[src/rtl/imul_prod_accum.sv]
// Group-sum reducer for the multiplier product stream: adds each run of
// p_nterms products and presents the registered sum over val/rdy.
module imul_prod_accum #(
  parameter int p_nbits  = 32,
  parameter int p_nterms = 4
) (
  input  logic               clk,
  input  logic               reset,
  input  logic               istream_val,
  output logic               istream_rdy,
  input  logic [p_nbits-1:0] istream_msg,
  output logic               ostream_val,
  input  logic               ostream_rdy,
  output logic [p_nbits-1:0] ostream_msg
);

  localparam int CW = ($clog2(p_nterms + 1) < 1) ? 1 : $clog2(p_nterms + 1);

  typedef enum logic {ACC = 1'b0, DONE = 1'b1} state_t;

  state_t             r_state, w_state_nxt;
  logic [p_nbits-1:0] r_sum,   w_sum_nxt;
  logic [CW-1:0]      r_count, w_count_nxt;
  logic               w_in_go, w_out_go;

  assign w_in_go  = istream_val & istream_rdy;
  assign w_out_go = ostream_val & ostream_rdy;

  always_ff @(posedge clk) begin
    if (reset) begin
      r_state <= ACC;
      r_sum   <= '0;
      r_count <= '0;
    end else begin
      r_state <= w_state_nxt;
      r_sum   <= w_sum_nxt;
      r_count <= w_count_nxt;
    end
  end

  // Handshake outputs come from state alone, so no istream->ostream path exists.
  always_comb begin
    w_state_nxt = r_state;
    w_sum_nxt   = r_sum;
    w_count_nxt = r_count;
    istream_rdy = 1'b0;
    ostream_val = 1'b0;
    ostream_msg = '0;
    case (r_state)
      ACC: begin
        istream_rdy = 1'b1;
        if (w_in_go) begin
          w_sum_nxt = r_sum + istream_msg;
          if (r_count == CW'(p_nterms - 1)) begin
            w_count_nxt = '0;
            w_state_nxt = DONE;
          end else begin
            w_count_nxt = r_count + CW'(1);
          end
        end
      end
      DONE: begin
        ostream_val = 1'b1;
        ostream_msg = r_sum;
        if (w_out_go) begin
          w_sum_nxt   = '0;
          w_state_nxt = ACC;
        end
      end
      default: w_state_nxt = ACC;
    endcase
  end

endmodule

[config.mk]
export PLATFORM = sky130hd
export DESIGN_NAME = imul_prod_accum
export DESIGN_NICKNAME = d
export VERILOG_FILES = /design/src/rtl/imul_prod_accum.sv
export SDC_FILE = /design/constraint.sdc
export NUM_CORES = 1
export LEC_CHECK = 0
export CAP_MARGIN = 20
export CORE_MARGIN = 3
export CORE_UTILIZATION = 45
export CTS_CLUSTER_SIZE = 30
export DETAILED_ROUTE_END_ITERATION = 10
export DONT_BUFFER_PORTS = 1
export GPL_ROUTABILITY_DRIVEN = 0
export HOLD_SLACK_MARGIN = 0.12
export SLEW_MARGIN = 20
export SYNTH_ARGS = -nofsm -noshare
export SYNTH_HDL_FRONTEND = slang
export SYNTH_SLANG_ARGS = --single-unit
[constraint.sdc]
create_clock -name clk -period 5.32 [get_ports clk]
set_clock_uncertainty 0.05 [all_clocks]
set_input_delay 1.064 -clock clk [delete_from_list [all_inputs] [get_ports clk]]
set_output_delay 1.064 -clock clk [all_outputs]
set_load 0.05 [all_outputs]
Yosys cells after proc, flatten, opt, wreduce, memory -nomap -nowiden:

Index checks and enable logic that the tools add are counted.

* bits in registers: 36
* latch bits: 0
* RAM bits: 0
* bits in read-only memories: 0
* output and inout port bits: 34
* logic and storage cells: 24
* memories: 0

* add/sub/neg operators: 2
* multipliers: 0
* div/mod/pow operators: 0
* order comparisons: 0
* eq/ne operators: 3
* shift operators: 0
* mux-type cells: 11
* bitwise logic cells: 3
* reduce and logical (&&, ||, !) cells: 2

Operators with widths (number)
* $mux W32: 3
* $pmux W32 S2: 1
* $add A32 B32 Y32: 1
* $mux W1: 5
* $reduce_and A2 Y1: 2
* $add A3 B1 Y3 const B: 1
* $eq A3 B2 Y1 const B: 1
* $mux W3: 1
* $and A1 B1 Y1: 2
* $ne A2 B1 Y1 const B: 1
* $ne A2 B2 Y1 const B: 1
* $pmux W1 S2: 1
* $not A1 Y1: 1

Depth between registers and ports, before layout:

Gate-level depths: netlist (run 1).

* word-level depth: 4
* gate-level depth with buffers: 11

Worst setup path before layout (run 1):

Ideal clock, no wire load.

* path kind: input to register
* start point: input port istream_msg[0]
* end point: register r_sum[30]
* setup time: 0.119 ns
* data arrival time: 3.044 ns
* required time: 5.151 ns
* slack: 2.106 ns
* stages: 11
* cell sequence: ha_1 > inv_1 > fa_1 > nor2b_1 > o2111ai_1 > a211oi_2 > o21ai_1 > a21o_1 > o311ai_1 > xnor2_1 > o21ai_1

* cells in the longest elaborated chain, start to end: 3

Ends and longest elaborated chain
* start, declared: line 11 `input logic [p_nbits-1:0] istream_msg,`
* $add A32 B32 Y32: line 53 `w_sum_nxt = r_sum + istream_msg;`
* $mux W32: line 52 `if (w_in_go) begin`
* $pmux W32 S2: line 49 `case (r_state)`
* end signal, assigned: line 36 `r_sum <= w_sum_nxt;`
* end, declared: line 22 `logic [p_nbits-1:0] r_sum, w_sum_nxt;`

No other way between the ends. The select of a mux whose other input is x is not followed.
A chain may end at the register's enable or synchronous reset.

Worst setup path in the final report (run 1):

* start point: register r_state
* end point: output port ostream_msg[1]

* cells in the longest elaborated chain, start to end: 1

Ends and longest elaborated chain
* start, declared: line 21 `state_t r_state, w_state_nxt;`
* start signal, assigned: line 35 `r_state <= w_state_nxt;`
* $mux W32: line 49
* end, declared: line 14 `output logic [p_nbits-1:0] ostream_msg`

No other way between the ends.

==> results of run 1 <==
-- routing by layer --
| layer | share of wire | routed length [µm] | global-route usage | vias up |
|---|---|---|---|---|
| li1 | - | - | - | 1447 |
| met1 | 0.51 | 3970 | 0.2862 | 1284 |
| met2 | 0.42 | 3245 | 0.2976 | 74 |
| met3 | 0.061 | 478 | 0.04758 | 9 |
| met4 | 0.011 | 89 | 0.05109 | 0 |
| met5 | 0 | 0 | 0 | - |
-- kinds of logic (layout without fill, tap and decap cells) --
family,after synthesis,after routing,synth area share
compound gates,128,128,0.2642
flops,36,36,0.2278
simple gates,149,149,0.2377
buf+inv,38,26,0.05933
fa+ha+maj,33,33,0.1329
mux,1,1,0.003165
xor+xnor,27,27,0.07476
-- power groups by stage --
| stage | Clock (mW) | Sequential [mW] | Combinational [mW] |
|---|---|---|---|
| after floorplan | 0 | 0.334 | 0.359 |
| after global placement | 0 | 0.340 | 0.414 |
| after detailed placement | 0 | 0.342 | 0.413 |
| after CTS | 0.219 | 0.335 | 0.416 |
| after global routing | 0.233 | 0.341 | 0.474 |
| final | 0.210 | 0.335 | 0.417 |
-- layout make-up --
cell class / instances / area [µm²] / area share
timing repair buffer: 3 / 22.52 / 0.006902
multi-input combinational: 338 / 2257 / 0.6917
inverter: 15 / 56.30 / 0.01725
clock buffer: 8 / 90.09 / 0.02761
sequential: 36 / 720.7 / 0.2209
tap: 93 / 116.4 / 0.03566
-- path summary, 6_finish.rpt --
check | to
worst min-delay path | r_count[2]
worst min register to register | r_count[2]
worst max register to register | r_sum[30]
worst max-delay path | ostream_msg[1]
-- flip-flops by register name, indices dropped and copies added (netlist names) --
name and count:
r_sum 32, r_state 1, r_count 3
-- per-stage QoR --
step,total power [mW],area [µm²],cells,hold slack (ns),utilization
after floorplan,0.6931,3163,412,0.3763,-
after global placement,0.7533,3171,485,0.3872,0.4828
after detailed placement,0.7541,3171,485,0.3892,0.4828
after CTS,0.9708,3261,493,0.4039,0.4965
after global routing,1.048,3263,493,0.4474,0.4969
final,0.9623,3263,493,0.4085,0.4969
-- worst reg2reg max path: cells and delay by family (launching register included) --
| family | cells | cell delay [ns] |
|---|---|---|
| AOI/OAI and AO/OA | 6 | 1.27 |
| adders and majority gates | 2 | 0.56 |
| DFF | 1 | 0.35 |
| and+or+nand+nor | 1 | 0.18 |
| xor gates and xnor gates | 1 | 0.16 |
| buffers and inverters | 1 | 0.05 |
-- placed cells by master (no fill, tap or decap), types with 2 or more instances in the layout --
cell,n
nand2_1,41
a21oi_1,40
nor2_1,36
dfxtp_1,36
ha_1,32
and2_1,31
o21ai_0,27
xnor2_1,20
a22oi_1,16
inv_1,15
nand4_1,9
o21bai_1,8
a21o_1,7
xor2_1,7
nand3_1,6
clkbuf_8,6
nor2b_1,5
and3_1,4
o21ai_1,4
o2111ai_1,3
nand2b_1,3
nor3_1,3
a31oi_1,3
buf_4,3
nor2b_2,2
o211ai_1,2
o21a_1,2
clkbuf_1,2
==> reports/metrics.csv, run 1 <==
stage,metric,value,unit
status,outcome,finished clean,
cts,cts.clk_slew.worst_paths,0.08,ns
placed_design,numPortBuffers,0,
synthesis,ys_async_sr_fraction,0,
floorplan,die_w,89.84,µm
hold_path,hold_path_class,reg -> reg,
timing,period_needed,3.258,ns
timing,hold_viol,0,
pwr,p_per_area,294.9,mW/mm²
pwr,pwr-share-seq,0.348,
cts,cts_buffers,5,
setup_path,r2r-start,r_sum[0],
pwr,p_clk_frac,0.218,
setup_path,crit_buf_inv,2,
timing,rsz0062_at_grt,no,
placed_design,dp_hpwl,5897,µm
hold_path,worst_hold_startpoint,r_count[2],
floorplan,die_h,89.84,µm
detailed_routing,firstDrtPassIters,4,
cts,cts.sinks,36,
final_layout,syn_to_final_growth,3.165,%
setup_path,ff2ff_path_depth,11,
synthesis,synth_area_leaders,"dfxtp_1, ha_1, a21oi_1",
global_route,track_usage,0.1989,
cts,clk_latency,0.29,ns
cts,cts_tree,done,
timing,postLayoutSetupSlackWorst,2.062,ns
timing,post-route-period-util,0.6124,
detailed_routing,avgViaCountPerCell,5.708,
synthesis,synth_top_cells_by_count,"nand2_1, a21oi_1, dfxtp_1, nor2_1, ha_1",
floorplan,dieArea,0.008071,mm²
detailed_routing,drc,0,
setup_path,critPathKind,reg -> out,
detailed_routing,wirelength,7783,µm
synthesis,synth_largest_area_cell,dfxtp_1,
timing,fin_tns_setup,0,ns
cts,ctsLongestPathBuffers,2,
setup_path,path_cells,buf_4 -> inv_1 -> nor2_1,
timing,fmax,306.9,MHz
timing,timing.slew.headroom,0.4077,
setup_path,cp_slowest_stage_delay,0.78,ns
final_layout,drive_gt1_frac,0.05250,
placed_design,place_ws,1.887,ns
setup_path,cp.depth,3,
global_route,antenna_found_initial,0,
setup_path,path_delay_family,simple AND/OR/NAND/NOR gates,
detailed_routing,vias,2814,
pwr,vdd_ir_drop_max,0.0001363,V
cts,cts-resized-gates,0,
final_layout,num_antenna_cells,0,
pwr,p_sw,372.3,µW
setup_path,cp-startpoint,r_state,
flow_run,maxCapViolCount,0,
floorplan,io_pins,70,
synthesis,syn-cell-area,0.003163,mm²
floorplan,start_util,0.4816,
pwr,power.share.switching,0.3869,
floorplan,rows,29,
final_layout,final_nets,468,
timing,setup-violations-final,0,
synthesis,ys_ff_latch,36,
detailed_routing,ant_nets,0,
synthesis,synth_edf_count,0,
cts,ctsRootBufferMaster,clkbuf_8,
setup_path,end_kind,output pin,
synthesis,synth_top_flop_cell,dfxtp_1,
pwr,p_int,590.0,µW
cts,cts_setup_buffers,0,
detailed_routing,drtIter0Drc,99,
global_route,grt_pass1_vias,2759,
cts,cts_hold_buf,0,
timing,drv_slew,0,
synthesis,synth_top_area_frac,0.2278,
pwr,power_frac_comb,0.434,
synthesis,synthMostInstantiatedCell,nand2_1,
synthesis,yosysSeqAreaShare,0.2278,
timing,worst_pin_slew,0.8852,ns
setup_path,cp_data_required_time,4.21,ns
synthesis,ys.warnings.count,0,
global_route,grt_pass1_wl,13520,µm
final_layout,n_fill_cell,684,
synthesis,synthesis.nets,481,
global_route,overflow,0,
setup_path,crit_fanout,35,
setup_path,crit_arrival,2.14,ns
setup_path,crit_slowest_cell,nor2_1,
detailed_routing,wl_per_cell,15.79,µm
floorplan,core,0.006568,mm²
setup_path,r2r_slack,2.59,ns
synthesis,synth_cell_types,58,
pwr,leakagePower,1.387,nW
synthesis,synth_area_per_cell,7.677,µm²
synthesis,synthCells,412,
cts,htreeDepth,2,
hold_path,min_path_cells,2,
global_route,grt_max_degree,36,
setup_path,worst_setup_path_start_kind,register,
Note: power is estimated with default switching activity, not from simulation.
==> run 2, diff against run 1 <==
Clock period 5.32 ns to 2.8 ns, I/O delays scaled along.
==> run 2 against run 1 <==
Compared with the run above:
- utilization is 5.3 points higher
- clock-buffer cell count is 1 lower
- sequential share of layout area is 2.1 points lower
==> reports/metrics.csv, run 2 (synthesis results as in run 1) <==
stage,metric,value,unit
timing,fmax,387.5,MHz
status,outcome,finished clean,
hold_path,hold_end,r_sum[0],
pwr,p_per_area,519.8,mW/mm²
timing,period_needed,2.581,ns
detailed_routing,vias,2950,
placed_design,numPortBuffers,0,
detailed_routing,avgViaCountPerCell,5.524,
global_route,grt_pass1_wl,13520,µm
pwr,leakagePower,1.614,nW
global_route,grt_max_degree,26,
setup_path,critPathKind,reg -> reg,
placed_design,dp_hpwl,6217,µm
floorplan,die_h,89.84,µm
setup_path,crit_fanout,3,
cts,ctsLongestPathBuffers,2,
floorplan,rows,29,
detailed_routing,drtIter0Drc,134,
floorplan,dieArea,0.008071,mm²
timing,timing.slew.headroom,0.6776,
setup_path,worst_setup_path_start_kind,register,
hold_path,min_path_cells,1,
cts,clk_latency,0.29,ns
timing,drv_slew,0,
floorplan,die_w,89.84,µm
setup_path,r2r-start,r_sum[0],
cts,cts_buffers,5,
detailed_routing,ant_nets,0,
final_layout,drive_gt1_frac,0.1587,
timing,worst_pin_slew,0.4836,ns
floorplan,core,0.006568,mm²
setup_path,r2r_slack,0.22,ns
timing,fin_tns_setup,0,ns
hold_path,hold_path_class,in -> reg,
floorplan,io_pins,70,
global_route,antenna_found_initial,0,
hold_path,worst_hold_startpoint,reset,
timing,post-route-period-util,0.9216,
final_layout,num_antenna_cells,0,
detailed_routing,drc,0,
final_layout,top_regs,"r_sum (32), r_count (3), r_state (1)",
setup_path,r2r_end,r_sum[30],
global_route,track_usage,0.1996,
final_layout,multi_input_area,0.002281,mm²
detailed_routing,wl_per_cell,15.11,µm
cts,ctsRootBufferMaster,clkbuf_8,
setup_path,crit_arrival,2.70,ns
detailed_routing,firstDrtPassIters,4,
floorplan,start_util,0.4816,
setup_path,end_kind,register,
setup_path,cp_data_required_time,2.92,ns
global_route,grt_pass1_vias,2819,
cts,htreeDepth,2,
setup_path,ff2ff_path_depth,11,
final_layout,final_nets,510,
final_layout,layout_commonest_cell,buf_4,
flow_run,maxCapViolCount,0,
final_layout,n_fill_cell,648,
final_layout,final_cell_mix,"buf_4, nand2_1, a21oi_1, nor2_1, dfxtp_1",
final_layout,utilization,0.5496,
final_layout,largest_reg_flops,32,
detailed_routing,wirelength,8069,µm
cts,cts.clk_slew.worst_paths,0.07,ns
final_layout,syn_to_final_growth,14.12,%
timing,setup-violations-final,0,
final_layout,regMostFlops,r_sum,
final_layout,regArea,721.9,µm²
cts,cts_tree,done,
pwr,vdd_ir_drop_max,0.0002111,V
timing,hold_viol,0,
global_route,overflow,0,
cts,cts.sinks,36,
## run 2: final cells by class
type / count / share of cell area
tap: 93 / 0.03224
timing repair buffer: 45 / 0.09359
inverter: 15 / 0.01560
sequential: 36 / 0.2000
clock buffer: 7 / 0.02669
multi-input combinational: 338 / 0.6319
## run 2: worst max path at each step
stage,start,end,slack (ns)
finish,r_sum[0],r_sum[30],0.22
global route,r_sum[0],r_sum[30],-0.007
CTS,r_sum[0],r_sum[30],0.06
detailed placement,istream_msg[0],r_sum[30],-0.13
global placement,istream_msg[0],r_sum[30],-0.02
floorplan,istream_msg[0],r_sum[30],0.09
## run 2: power breakdown
part / total, mW / internal, mW / switching [mW]
Sequential: 0.638 / 0.586 / 0.0528
Combinational: 0.828 / 0.354 / 0.474
Clock: 0.410 / 0.219 / 0.191
## run 2: what timing repair did
action                                  4_1_cts  5_1_grt
endpoints found under the setup margin        0        4
gates resized for setup                       0        7
buffers inserted                              0        0
hold buffers                                  0        0
## run 2: layer usage
metal	up-vias	share of wire	GRT usage
li1	1517	-	-
met1	1352	0.49	0.2653
met2	70	0.44	0.3183
met3	11	0.056	0.05676
met4	0	0.014	0.05236
met5	-	0	0
## run 2: through the flow
stage	power [mW]	instance area [µm²]	std cells	setup WS (ns)	hold slack (ns)
2_1_floorplan	1.317	3163	412	0.09046	0.3763
3_3_place_gp	1.449	3486	527	-0.01756	0.3889
3_5_place_dp	1.454	3486	527	-0.1330	0.3931
4_1_cts	1.879	3582	534	0.05759	0.2722
5_1_grt	2.030	3610	534	-0.007322	0.2634
6_report	1.876	3610	534	0.2194	0.2795
## run 2: critical path, cell delays in order, from the launching register on
cell       delay (ns)
dfxtp_2          0.34
ha_2             0.17
inv_1            0.05
fa_1             0.40
nor2b_2          0.16
o2111ai_2        0.14
a211oi_2         0.27
o21ai_2          0.11
a21o_1           0.24
o311ai_2         0.31
xnor2_1          0.15
o21ai_1          0.07
